$ cat config.mk
export PLATFORM = sky130hd
export DESIGN_NAME = pdfd_tap_ctrl
export DESIGN_NICKNAME = d
export VERILOG_FILES = /design/src/rtl/pdfd_tap_ctrl.sv
export SDC_FILE = /design/constraint.sdc
export NUM_CORES = 1
export LEC_CHECK = 0
export ABC_AREA = 1
export BUFFER_PORTS_ARGS = -buffer_cell sky130_fd_sc_hd__buf_2
export CAP_MARGIN = 5
export CORE_ASPECT_RATIO = 1.25
export CORE_MARGIN = 1.5
export CORE_UTILIZATION = 50
export CTS_CLUSTER_SIZE = 40
export DETAILED_ROUTE_END_ITERATION = 8
export PLACE_DENSITY = 0.73
export SYNTH_ARGS = -nofsm -noshare
export SYNTH_HDL_FRONTEND = slang
export SYNTH_SLANG_ARGS = --single-unit
$ cat constraint.sdc
create_clock -name clock -period 18.95 [get_ports clock]
set_input_delay 0 -clock clock [delete_from_list [all_inputs] [get_ports clock]]
set_output_delay 0 -clock clock [all_outputs]
set_load 0.02 [all_outputs]
$ cat src/rtl/pdfd_tap_ctrl.sv
// Tap controller for the PDFD decoder.
// Tap writes land in a shadow bank. A commit copies the shadow bank into the
// active bank that drives the decoder. After each swap the decoder pipeline
// holds symbols built from mixed taps, so the symbol stream is gated off for a
// fixed flush window. Commits that arrive during the flush are merged into one
// deferred swap.
module pdfd_tap_ctrl #(
    parameter int NUM_TAPS     = 14,
    parameter int FLUSH_CYCLES = 17
) (
    input  logic              clock,
    input  logic              reset,
    input  logic              io_cfgValid,
    output logic              io_cfgReady,
    input  logic [3:0]        io_cfgAddr,
    input  logic signed [7:0] io_cfgData,
    input  logic              io_commit,
    output logic signed [7:0] io_taps_0,
    output logic signed [7:0] io_taps_1,
    output logic signed [7:0] io_taps_2,
    output logic signed [7:0] io_taps_3,
    output logic signed [7:0] io_taps_4,
    output logic signed [7:0] io_taps_5,
    output logic signed [7:0] io_taps_6,
    output logic signed [7:0] io_taps_7,
    output logic signed [7:0] io_taps_8,
    output logic signed [7:0] io_taps_9,
    output logic signed [7:0] io_taps_10,
    output logic signed [7:0] io_taps_11,
    output logic signed [7:0] io_taps_12,
    output logic signed [7:0] io_taps_13,
    input  logic [11:0]       io_decSymbols,
    input  logic              io_decValid,
    output logic [11:0]       io_rxSymbols,
    output logic              io_rxValid,
    output logic              io_busy,
    output logic              io_cfgErr,
    output logic [7:0]        io_commitCnt
);

    localparam logic [1:0] ST_IDLE  = 2'd0;
    localparam logic [1:0] ST_FLUSH = 2'd1;
    localparam logic [1:0] ST_PEND  = 2'd2;

    localparam logic [7:0] FLUSH_INIT = 8'(FLUSH_CYCLES);
    localparam logic [4:0] TAP_LIMIT  = 5'(NUM_TAPS);

    logic [1:0]        state_r;
    logic [1:0]        state_next_s;
    logic [7:0]        fcnt_r;
    logic [7:0]        fcnt_next_s;
    logic              pend_r;
    logic              pend_next_s;
    logic              swap_s;
    logic              wr_ok_s;
    logic              wr_bad_s;
    logic              busy_r;
    logic              cfg_err_r;
    logic              cfg_ready_r;
    logic [7:0]        commit_cnt_r;
    logic signed [7:0] shadow_r      [14];
    logic signed [7:0] shadow_next_s [14];
    logic signed [7:0] active_r      [14];

    // Classify a write request as an in-range tap update or a bad address.
    always_comb begin
        wr_ok_s  = 1'b0;
        wr_bad_s = 1'b0;
        if (io_cfgValid && ({1'b0, io_cfgAddr} < TAP_LIMIT)) begin
            wr_ok_s = 1'b1;
        end else if (io_cfgValid) begin
            wr_bad_s = 1'b1;
        end else begin
            wr_ok_s  = 1'b0;
            wr_bad_s = 1'b0;
        end
    end

    // Shadow bank as it will be after this edge; a swap copies this view,
    // so a write in the swap cycle wins over the old shadow value.
    always_comb begin
        shadow_next_s = shadow_r;
        if (wr_ok_s) begin
            shadow_next_s[io_cfgAddr] = io_cfgData;
        end else begin
            shadow_next_s = shadow_r;
        end
    end

    // Swap/flush sequencing: IDLE swaps on commit, FLUSH counts down and
    // remembers commits, PEND performs the deferred swap.
    always_comb begin
        state_next_s = state_r;
        fcnt_next_s  = fcnt_r;
        pend_next_s  = pend_r;
        swap_s       = 1'b0;
        case (state_r)
            ST_IDLE: begin
                pend_next_s = 1'b0;
                if (io_commit) begin
                    swap_s       = 1'b1;
                    state_next_s = ST_FLUSH;
                    fcnt_next_s  = FLUSH_INIT;
                end else begin
                    state_next_s = ST_IDLE;
                end
            end
            ST_FLUSH: begin
                fcnt_next_s = fcnt_r - 8'd1;
                if (io_commit) begin
                    pend_next_s = 1'b1;
                end else begin
                    pend_next_s = pend_r;
                end
                if (fcnt_r <= 8'd1) begin
                    if (pend_r || io_commit) begin
                        state_next_s = ST_PEND;
                    end else begin
                        state_next_s = ST_IDLE;
                    end
                end else begin
                    state_next_s = ST_FLUSH;
                end
            end
            ST_PEND: begin
                swap_s       = 1'b1;
                pend_next_s  = 1'b0;
                state_next_s = ST_FLUSH;
                fcnt_next_s  = FLUSH_INIT;
            end
            default: begin
                pend_next_s  = 1'b0;
                state_next_s = ST_FLUSH;
                fcnt_next_s  = FLUSH_INIT;
            end
        endcase
    end

    // Control registers; reset starts a flush so the pipeline is drained.
    always_ff @(posedge clock or posedge reset) begin
        if (reset) begin
            state_r      <= ST_FLUSH;
            fcnt_r       <= FLUSH_INIT;
            pend_r       <= 1'b0;
            busy_r       <= 1'b1;
            cfg_ready_r  <= 1'b1;
            cfg_err_r    <= 1'b0;
            commit_cnt_r <= 8'd0;
        end else begin
            state_r     <= state_next_s;
            fcnt_r      <= fcnt_next_s;
            pend_r      <= pend_next_s;
            busy_r      <= (state_next_s != ST_IDLE);
            cfg_ready_r <= 1'b1;
            if (wr_bad_s) begin
                cfg_err_r <= 1'b1;
            end
            if (swap_s) begin
                commit_cnt_r <= commit_cnt_r + 8'd1;
            end
        end
    end

    // Shadow and active tap banks; active only changes on a swap edge.
    always_ff @(posedge clock or posedge reset) begin
        if (reset) begin
            for (int i = 0; i < 14; i++) begin
                shadow_r[i] <= 8'sd0;
                active_r[i] <= 8'sd0;
            end
        end else begin
            shadow_r <= shadow_next_s;
            if (swap_s) begin
                active_r <= shadow_next_s;
            end
        end
    end

    assign io_rxValid   = io_decValid & (state_r == ST_IDLE);
    assign io_rxSymbols = io_rxValid ? io_decSymbols : 12'd0;
    assign io_busy      = busy_r;
    assign io_cfgErr    = cfg_err_r;
    assign io_cfgReady  = cfg_ready_r;
    assign io_commitCnt = commit_cnt_r;

    assign io_taps_0  = active_r[0];
    assign io_taps_1  = active_r[1];
    assign io_taps_2  = active_r[2];
    assign io_taps_3  = active_r[3];
    assign io_taps_4  = active_r[4];
    assign io_taps_5  = active_r[5];
    assign io_taps_6  = active_r[6];
    assign io_taps_7  = active_r[7];
    assign io_taps_8  = active_r[8];
    assign io_taps_9  = active_r[9];
    assign io_taps_10 = active_r[10];
    assign io_taps_11 = active_r[11];
    assign io_taps_12 = active_r[12];
    assign io_taps_13 = active_r[13];

endmodule

# [Word level (Yosys, flattened, before mapping)]
# Cells that the tools add are included.
[op_classes] addsub=2 n_lt_le_gt_ge=4 eq_ne=4 mux=18 n_bitwise=2 n_reduce_logical=5
[op_table] op="$bwmux 112" n=1
[op_table] op="$mux 112" n=1
[op_table] op="$demux 8 s4" n=1
[op_table] op="$mux 8" n=2
[op_table] op="$pmux 8 s2" n=1
[op_table] op="$mux 12" n=1
[op_table] op="$add 8x1->8 const B" n=1
[op_table] op="$le 8x1->1 const B" n=1
[op_table] op="$sub 8x1->8 const B" n=1
[op_table] op="$mux 1" n=7
[op_table] op="$ge 5x5->1 const B" n=1
[op_table] op="$lt 5x1->1 const B" n=1
[op_table] op="$not 4->5" n=1
[op_table] op="$lt 4x4->1 const B" n=1
[op_table] op="$mux 2" n=2
[op_table] op="$ne 2x2->1 const B" n=2
[op_table] op="$pmux 2 s2" n=1
[op_table] op="$eq 2x1->1 const B" n=1
[op_table] op="$eq 2x2->1 const B" n=1
[op_table] op="$logic_and 1x1->1" n=2
[op_table] op="$logic_not 2->1" n=1
[op_table] op="$pmux 1 s2" n=1
[op_table] op="$reduce_bool 2->1" n=1
[op_table] op="$and 1x1->1" n=1
[op_table] op="$logic_or 1x1->1" n=1
[totals] regBits=245 inputBits=29 output_inout_bits=136 word_cells=69

# [Longest topological paths before layout]
# Gate-level depths: netlist of run 1.
[depth] depth_word=7 mapped_depth=8 mapped_depth_nobuf=7

# [Worst setup path after synthesis of run 1]
# OpenSTA, ideal clock, no wires.
[synth_path] path_type="reg2reg" from="register fcnt_r[0]" to="register state_r[1]" setup_ps=117 t_arrival_ps=1248 required_ps=18833 path_slack_ps=17585 path_stages_with_launch=6 path_buffers=0 period_less_slack_ps=1365 cell_sequence="dfstp_2 -> inv_1 -> ha_1 -> or2_2 -> nand4_1 -> inv_1"
[synth_between] elab_chain_cells=3
[synth_rtl] item="from (decl)" line_no="50" rtl="logic [7:0] fcnt_r;"
[synth_rtl] item="from (signal assigned)" line_no="151" rtl="fcnt_r <= fcnt_next_s;"
[synth_rtl] item="$le 8x1->1" line_no="115" rtl="if (fcnt_r <= 8'd1) begin"
[synth_rtl] item="$mux 2" line_no="115"
[synth_rtl] item="$pmux 2 s2" line_no="97" rtl="case (state_r)"
[synth_rtl] item="via state_next_s[1]" line_no="49" rtl="logic [1:0] state_next_s;"
[synth_rtl] item="to (signal assigned)" line_no="150" rtl="state_r <= state_next_s;"
[synth_rtl] item="to (decl)" line_no="48" rtl="logic [1:0] state_r;"
# The timed path passes the listed nets, and every way through them passes these cells.
# A chain may end at the register's enable or synchronous reset.

==> impl_summary.md, run 1 <==
Final layout
The finished cells cover 12530 sq um. The share of layout cells above drive strength 1 is 0.1599. At the end of the flow, the number of nets in the layout was 1427. The area growth from synthesis to layout is 17.54%. The antenna cell count is 0.

The multi-input logic area is 3815 sq um. The sequential cell area is 6136 sq um. The count of fill cells added during filler insertion is 1835.

Clock tree
After clock tree synthesis, the setup repair step added 0 buffers. In this run the clock root is driven by a sky130_fd_sc_hd__clkbuf_16. The number of buffers between clock root and the deepest sink is 3. At the later pin of the worst-skew pair, clock insertion delay measures 510 ps. Clock tree synthesis found a total of 245 sinks. The number of H-tree levels is 1. TritonCTS built the clock tree.

The number of clock buffers added by TritonCTS is 24. Clock-pin slew was measured on the worst setup and hold paths at 70 ps.

Yosys
The largest area contributor in the synthesized netlist is sky130_fd_sc_hd__dfrtp_1. After synthesis the netlist holds a flip-flop and latch count of 245. The most instantiated library cell after synthesis is sky130_fd_sc_hd__nand2_1. Of the synthesized area, sequential elements account for 0.5754. By area the synthesized netlist is led by sky130_fd_sc_hd__dfrtp_1 57%, sky130_fd_sc_hd__nand2_1 15%, sky130_fd_sc_hd__nand3_1 8.3%, sky130_fd_sc_hd__and2_1 6.6%, sky130_fd_sc_hd__inv_1 4.6%. The share of flip-flops with an asynchronous set or reset is 1.000. The mapped netlist covers 10660 sq um. The number of warnings issued by yosys is 0.

The number of nets handed over by synthesis was 1276. The number of enable-type register cells in the synthesized netlist is 0. The post-synthesis cell type count is 28. The number of cells produced by synthesis is 1244. Counting instances in the post-synthesis netlist gives the leading cell types as 415 x sky130_fd_sc_hd__nand2_1, 241 x sky130_fd_sc_hd__dfrtp_1, 176 x sky130_fd_sc_hd__nand3_1. The dominant synthesized flop cell is sky130_fd_sc_hd__dfrtp_1. Averaged over all synthesized cells, the footprint is 8.572 sq um.

The share of Yosys cell area claimed by the top area cell type is 0.5655.

Placement
The placer congestion estimate is 0.8007. The final HPWL from detailed placement is 15.93 mm. The count of buffers from port buffering is 163. Once placement finished, the instance area stood at 11670 sq um.

Critical path
In this design, the critical path's most frequently occurring cell is sky130_fd_sc_hd__buf_4. Among all stages on the critical path, the largest delay is contributed by sky130_fd_sc_hd__buf_4. The worst setup slack for register-to-register paths is 16590 ps. Walking the worst path, the cells encountered are dlygate4sd3_1, buf_2, inv_8, buf_4, buf_4. The critical path is of the primary input to asynchronous set/reset pin type. Counting both buffers and inverters, the worst setup path holds a total of 5. For this run, the slowest stage of the critical path takes 910 ps. The critical register-to-register path endpoint is io_taps_5[3]$_DFFE_PP0P_. The startpoint type of the worst setup path is a primary input. The worst path arrival time is 2930 ps. For the worst setup path, the data required time is 19490 ps. The kind of capture point of the worst setup path is an asynchronous set/reset pin.

The origin of the critical flop-to-flop path is state_r[1]$_DFF_PP0_. The highest fanout seen on the critical path is 100. Among cell families on the critical path, the largest total delay comes from buffers and inverters. Measured in cells, the most critical reg-to-reg path has a length of 5.

Timing
Setup repair after global routing left no endpoint under its margin. The count of pins over their slew limit was 0. The worst pin sits at a relative slew slack of 0.2790. The count of endpoints failing hold in the final timing report is 0. The share of the clock period used by the worst path is 0.1258. For the pin with the worst max-slew slack, the measured transition is 1082 ps. The clock skew is 5.673 ps.

The timing-limited maximum frequency is 419.5 MHz. Setup violations remaining at the end of the flow were counted as 0. The final period demand of the worst path is 2384 ps. Hold timing on the final database bottoms out at a slack of 105.4 ps. For the final routed database, the setup TNS stands at 0 ps.

Power
The net switching power is 717.8 uW. Of the total power, registers draw 0.423. The part of the total power dissipated in combinational logic is 0.328. For this design the ratio of total power to cell area is 154.3 nW/um^2.

The internal power is 1.216 mW. The share of power burned in the clock network is 0.249. The maximum ir drop on the vdd rail is 0.09294 mV. The static power due to leakage is 6.538 nW. Of the total power, the share spent switching nets is 0.3711.

Run status
The flow ran to the end, and the final reports show no timing, DRC or antenna violations.

Global route
Entering global routing, the biggest net connects 101 pins. The number of global-route vias before repair is 8227. After global routing the overflow that remains totals 0.

The total global-route track usage is 0.2377. The initial antenna violation count is 0. The first-pass GRT wire length is 42.54 mm.

Floorplan
Row generation in the floorplan step produced 59 rows. In this run the horizontal extent of the chip is 133.6 um. The initial standard-cell utilization of the core is 0.5105.

The die is 166.3 um tall. The area of the die is 22220 sq um. The core region is 20890 sq um.

During I/O placement, the number of pins put on the boundary was 165.

Hold path
The hold path endpoint is shadow_r[0]$_DFF_PP0_. The origin of the worst min-delay path is io_cfgAddr[2]. The tightest min-delay check is of the primary input to register type. The worst hold path passes through 5 cells.

Detailed routing
The remaining antenna violation count after routing is 0. The initial DRC count is 631. For this block, the via count after detailed routing is 8544.

The residual DRC count is 0. The routed design has 25.87 mm of wire. After detailed routing, the average wire length per cell comes to 15.34 um. The post-detailed-route via-to-cell ratio is 5.065.

The iteration count of the initial detailed-routing pass is 5.

Flow run
Max-cap violations in this run came to 0.
stage by stage:
step,total power [mW],setup slack [ps],cells,util
after floorplan,1.237,12230,1244,-
after global placement,1.445,16420,1636,0.5585
after detailed placement,1.461,16410,1636,0.5585
after CTS,1.950,16390,1687,0.6000
after global routing,2.057,16090,1687,0.6000
final,1.934,16570,1687,0.6000
tightest hold or removal path: cells and delay by family:
family        cells  cell delay [ps]
simple gates      4              460
buf+inv           1              130
placed cells by master, fill, tap and decap left out, types with 2 or more instances in the layout:
cell type,netlist,final
sky130_fd_sc_hd__clkbuf_8,0,3
sky130_fd_sc_hd__a21oi_1,2,2
sky130_fd_sc_hd__o21bai_1,33,33
sky130_fd_sc_hd__inv_1,132,131
sky130_fd_sc_hd__clkbuf_1,26,6
sky130_fd_sc_hd__nand3_2,2,2
sky130_fd_sc_hd__buf_2,14,163
sky130_fd_sc_hd__nand3_1,176,176
sky130_fd_sc_hd__or2_2,2,2
sky130_fd_sc_hd__nor2_2,6,6
sky130_fd_sc_hd__buf_4,3,6
sky130_fd_sc_hd__and2_1,112,112
sky130_fd_sc_hd__nor2_1,38,37
sky130_fd_sc_hd__nand4_1,14,14
sky130_fd_sc_hd__dfrtp_1,241,241
sky130_fd_sc_hd__xnor2_1,2,2
sky130_fd_sc_hd__clkinv_2,0,6
sky130_fd_sc_hd__bufinv_16,0,2
sky130_fd_sc_hd__ha_1,3,3
sky130_fd_sc_hd__nand2_1,415,414
sky130_fd_sc_hd__dfstp_2,4,4
sky130_fd_sc_hd__o21ai_0,3,3
sky130_fd_sc_hd__dlygate4sd3_1,0,7
sky130_fd_sc_hd__clkinv_1,2,2
sky130_fd_sc_hd__clkbuf_16,0,25
flip-flops by register name (all words and copies together), names as in the netlist:
signal and count:
io_taps_1 8, io_taps_4 8, io_taps_3 8, io_taps_2 8
io_taps_12 8, io_taps_8 8, shadow_r 112, io_taps_10 8
io_commitCnt 8, pend_r 1, io_busy 1, state_r 2
io_cfgErr 1, io_taps_0 8, io_taps_9 8, io_taps_11 8
io_taps_6 8, io_taps_13 8, io_taps_7 8, io_taps_5 8
fcnt_r 8
cells by family after synthesis:
group	Yosys count	share of synthesized area
AND/OR/NAND/NOR	766	0.3230
XOR/XNOR	3	0.002464
adder cells (fa/ha/maj)	3	0.003520
other	1	0.0003517
buffers and inverters	186	0.06829
flip-flops	245	0.5754
AO/OA/AOI/OAI	40	0.02699
how the worst max path moves through the flow:
stage                     start                      to  slack (ps)  depth (start not counted)
after floorplan           reset   fcnt_r[1]$_DFFE_PP0P_       12230                          1
after global placement    reset   fcnt_r[6]$_DFFE_PP0P_       16420                          4
after detailed placement  reset   fcnt_r[6]$_DFFE_PP0P_       16410                          4
after CTS                 reset  shadow_r[27]$_DFF_PP0_       16390                          5
after global routing      reset  shadow_r[26]$_DFF_PP0_       16090                          5
final                     reset   fcnt_r[6]$_DFFE_PP0P_       16570                          5
final cells by class:
class                           count  share of cell area
Sequential cell                   245              0.4895
Multi-Input combinational cell    813              0.3044
Timing Repair Buffer              176             0.07427
Clock buffer                       34             0.05500
Inverter                          135             0.04103
Tap cell                          274             0.02735
Clock inverter                     10            0.008485
power by group through the flow:
| stage | sequential, mW | combinational [mW] | clock, mW |
|---|---|---|---|
| finish | 0.818 | 0.634 | 0.482 |
| global route | 0.838 | 0.707 | 0.511 |
| global placement | 0.822 | 0.623 | 0 |
| detailed placement | 0.823 | 0.638 | 0 |
| CTS | 0.818 | 0.643 | 0.489 |
| floorplan | 0.958 | 0.279 | 0 |
layer usage:
layer  global-route usage  wire length [um]  up-vias  share of wire
met1               0.3317             11530     4086           0.45
met5                    0                 0        -              0
met4              0.06333               521        0          0.020
met3              0.03877              1720       35          0.066
met2               0.3879             12110      266           0.47
li1                     -                 -     4157              -
what timing repair did:
item	4_1_cts	5_1_grt
hold endpoints to repair	120	0
resized for setup	0	0
endpoints found under the setup margin	0	0
hold buffers	7	0
No activity file was read; power rests on OpenSTA's default activity.
==> run 2, diff against run 1 <==
- clock period: 18.95 -> 2.4 ns (I/O delays scaled with it)
==> run 2 against run 1 <==
Compared with the run above:
- wire length grew 0.35%
- flip-flop and latch count is the same
- clock-buffer cell count grew 1
- die area is the same
- non-clock buffer count grew 8
- global-route usage shrank 0.15 points
- worst setup slack lost 16000 ps
- via count grew 0.91%
- critical path type is now register to primary output
==> impl_summary.md, run 2 (synthesized netlist as in run 1, its figures left out) <==
Timing
The count of endpoints failing hold in the final timing report is 0. Dividing the final minimum period by the clock period gives 0.7217. The worst slew margin relative to its limit is 0.4253. The count of pins over their slew limit was 0. Setup repair after global routing left no endpoint under its margin. Summed over all failing endpoints, the final setup total negative slack is 0 ps.

The worst hold slack across all endpoints is 53.80 ps. The final number of setup-violating endpoints is 0. Derived from the worst setup path, the maximum achievable clock frequency is 577.3 MHz. The worst path needs 1732 ps of the cycle, external delays included. The transition at the pin with the smallest max-transition slack is 861.1 ps. On the final layout, the worst clock skew is 11.01 ps.

Placement
The congestion estimate from routability-driven global placement came to 0.8233. Detailed placement ended at an HPWL of 16.45 mm. In this run, placement finished with an instance count of 1644. The count of buffers from port buffering is 163.

Floorplan
The core footprint is 20890 sq um. The floorplan step defined a die boundary enclosing 22220 sq um. The die extent in x is 133.6 um. The initial utilization of the core area, before any placement, comes to 0.5105. 165 I/O pins were placed. The count of standard-cell rows is 59.

The floorplan step set the die height to 166.3 um.

Clock tree
The number of clock sinks is 245. Clock latency on the worst-skew pair, taken at its later pin, is 510 ps. The clock-pin transition on the worst setup and hold timing paths is 60 ps. The clock passes through at most 3 buffers. The total setup buffers inserted after CTS is 0.

The tree is rooted in a sky130_fd_sc_hd__clkbuf_16. The clock buffer count from CTS is 24. The number of H-tree levels is 1. The TritonCTS clock tree is built.

Critical path
The kind of cell with the highest combined delay on the critical path is simple AND/OR/NAND/NOR gates. The startpoint type of the worst setup path is a register. Together, buffers and inverters on the worst path number 1. For the worst setup path, the data arrival time is 1730 ps.

The kind of capture point of the worst setup path is a primary output. Along the worst path, the maximum fanout reaches 13. The stage delay of the slowest cell on the critical path is 390 ps.

The cell repeated most along the worst path is sky130_fd_sc_hd__nor2_1. In this run the worst setup path begins at state_r[1]$_DFF_PP0_. The slowest cell on the critical path is sky130_fd_sc_hd__dfrtp_1. Traced cell by cell, the critical path runs through nor2_1, nand2_1, nor2_1, buf_2. Data on the critical path is required at its endpoint by 2400 ps. In this run the critical register-to-register path is launched from state_r[0]$_DFF_PP1_. The critical path is of the register to primary output type.

Detailed routing
After detailed routing, the number of remaining DRC violations is 0. Across all layers, the routed design uses 8622 vias. The initial DRC count is 678. The post-detailed-route via-to-cell ratio is 5.093.

The first TritonRoute pass finished after 5 iterations. The count of nets left with antenna violations once routing finished came out at 0. For this block, the routed nets add up to 25.96 mm of wire.

Dividing the detail-routed wire length by the instance count gives 15.34 um.

Final layout
The library cells used most frequently in the layout, excluding fill and tap cells, are 414 x sky130_fd_sc_hd__nand2_1, 241 x sky130_fd_sc_hd__dfrtp_1, 176 x sky130_fd_sc_hd__nand3_1. The number of flip-flops in the largest register is 112. The area growth from synthesis to layout is 18.77%. The multi-input logic area is 3815 sq um. The final layout contains 1435 nets. The final standard cell count with taps included and fillers excluded is 1693. The count of fill cells added during filler insertion is 1808. In the final layout, the share of cells above drive strength 1 is 0.1649.

The most common library cell in the layout ignoring fill and taps is sky130_fd_sc_hd__nand2_1. The antenna cell count is 0. The utilization of the core after routing is 0.6063. The sequential cell area is 6136 sq um. The register containing the most flip-flops in the final layout is shadow_r.

Global route
The first global-routing pass estimated 42.30 mm of wire. The initial antenna violation count is 0. Entering global routing, the biggest net connects 138 pins.

The number of global-route vias before repair is 8319. The global-route congestion overflow total is 0. The total global-route track usage is 0.2362.

Power
The part of the total power dissipated in sequential elements is 0.418. The internal portion of the total power is 9.713 mW. The switching share of power is 0.3669. IR analysis of the VDD net gives a maximum drop of 0.6122 mV. In this run the static leakage power is 6.605 nW. The design draws 15.34 mW. The part of the total power dissipated in combinational logic is 0.332.

The net switching power is 5.629 mW. The power per cell area is 1211 nW/um^2. The share of total power dissipated in the clock network is 0.251.

Flow run
The max capacitance violation total is 0.

Run status
The flow ran to the end, and the final reports show no timing, DRC or antenna violations.

Hold path
The kind of path behind the tightest hold check is primary input to register. The origin of the worst min-delay path is io_cfgAddr[3].
==> run 2: changes by cell type in the layout (fill, tap and decap cells not counted), sizes merged <==
cell and change:
buf +8, clkbuf +1, clkinv -2, inv -1
==> run 2: power groups by stage <==
| stage | sequential, mW | combinational [mW] | clock (mW) |
|---|---|---|---|
| 2_1_floorplan | 7.56 | 2.20 | 0 |
| 3_3_place_gp | 6.42 | 4.98 | 0 |
| 3_5_place_dp | 6.46 | 5.09 | 0 |
| 4_1_cts | 6.41 | 5.15 | 3.89 |
| 5_1_grt | 6.56 | 5.65 | 4.07 |
| 6_report | 6.41 | 5.09 | 3.84 |
==> run 2: worst min-delay path: cells and delay by family <==
kind | cells | cell delay [ps]
buffers and inverters | 1 | 120
AND/OR/NAND/NOR | 3 | 400
==> run 2: worst paths after layout <==
path / end / slack, ps / cells past startpoint
max: io_rxSymbols[3] / 670 / 4
min: shadow_r[92]$_DFF_PP0_ / 50 / 4
max reg2reg: io_taps_8[5]$_DFFE_PP0P_ / 760 / 5
min reg2reg: io_taps_12[0]$_DFFE_PP0P_ / 470 / 2
min in group asynchronous: io_taps_9[2]$_DFFE_PP0P_ / 200 / 4
max in group asynchronous: shadow_r[78]$_DFF_PP0_ / 1550 / 4
==> run 2: repair_timing <==
action / 4_1_cts / 5_1_grt
endpoints found under the setup margin: 0 / 0
hold buffers: 7 / 0
resized for setup: 0 / 0
hold endpoints to repair: 261 / 0
==> run 2: metrics by stage <==
stage	area, sq um	setup WS [ps]
after floorplan	10670	-814.5
after global placement	11790	645.6
after detailed placement	11790	591.7
after CTS	12670	632.8
after global routing	12670	555.2
final	12670	667.9
==> run 2: cell type report <==
type / count / share of cell area
clock inverter: 7 / 0.006717
clock buffer: 35 / 0.05710
timing repair buffer: 184 / 0.08318
inverter: 135 / 0.04030
tap: 274 / 0.02707
multi-input combinational: 813 / 0.3012
sequential: 245 / 0.4844
==> run 2: layer usage <==
layer	vias up	GRT usage	wire length (um)
met1	4158	0.3214	11070
met5	-	0	0
met3	39	0.03632	1463
li1	4167	-	-
met4	0	0.05907	511
met2	258	0.3983	12910
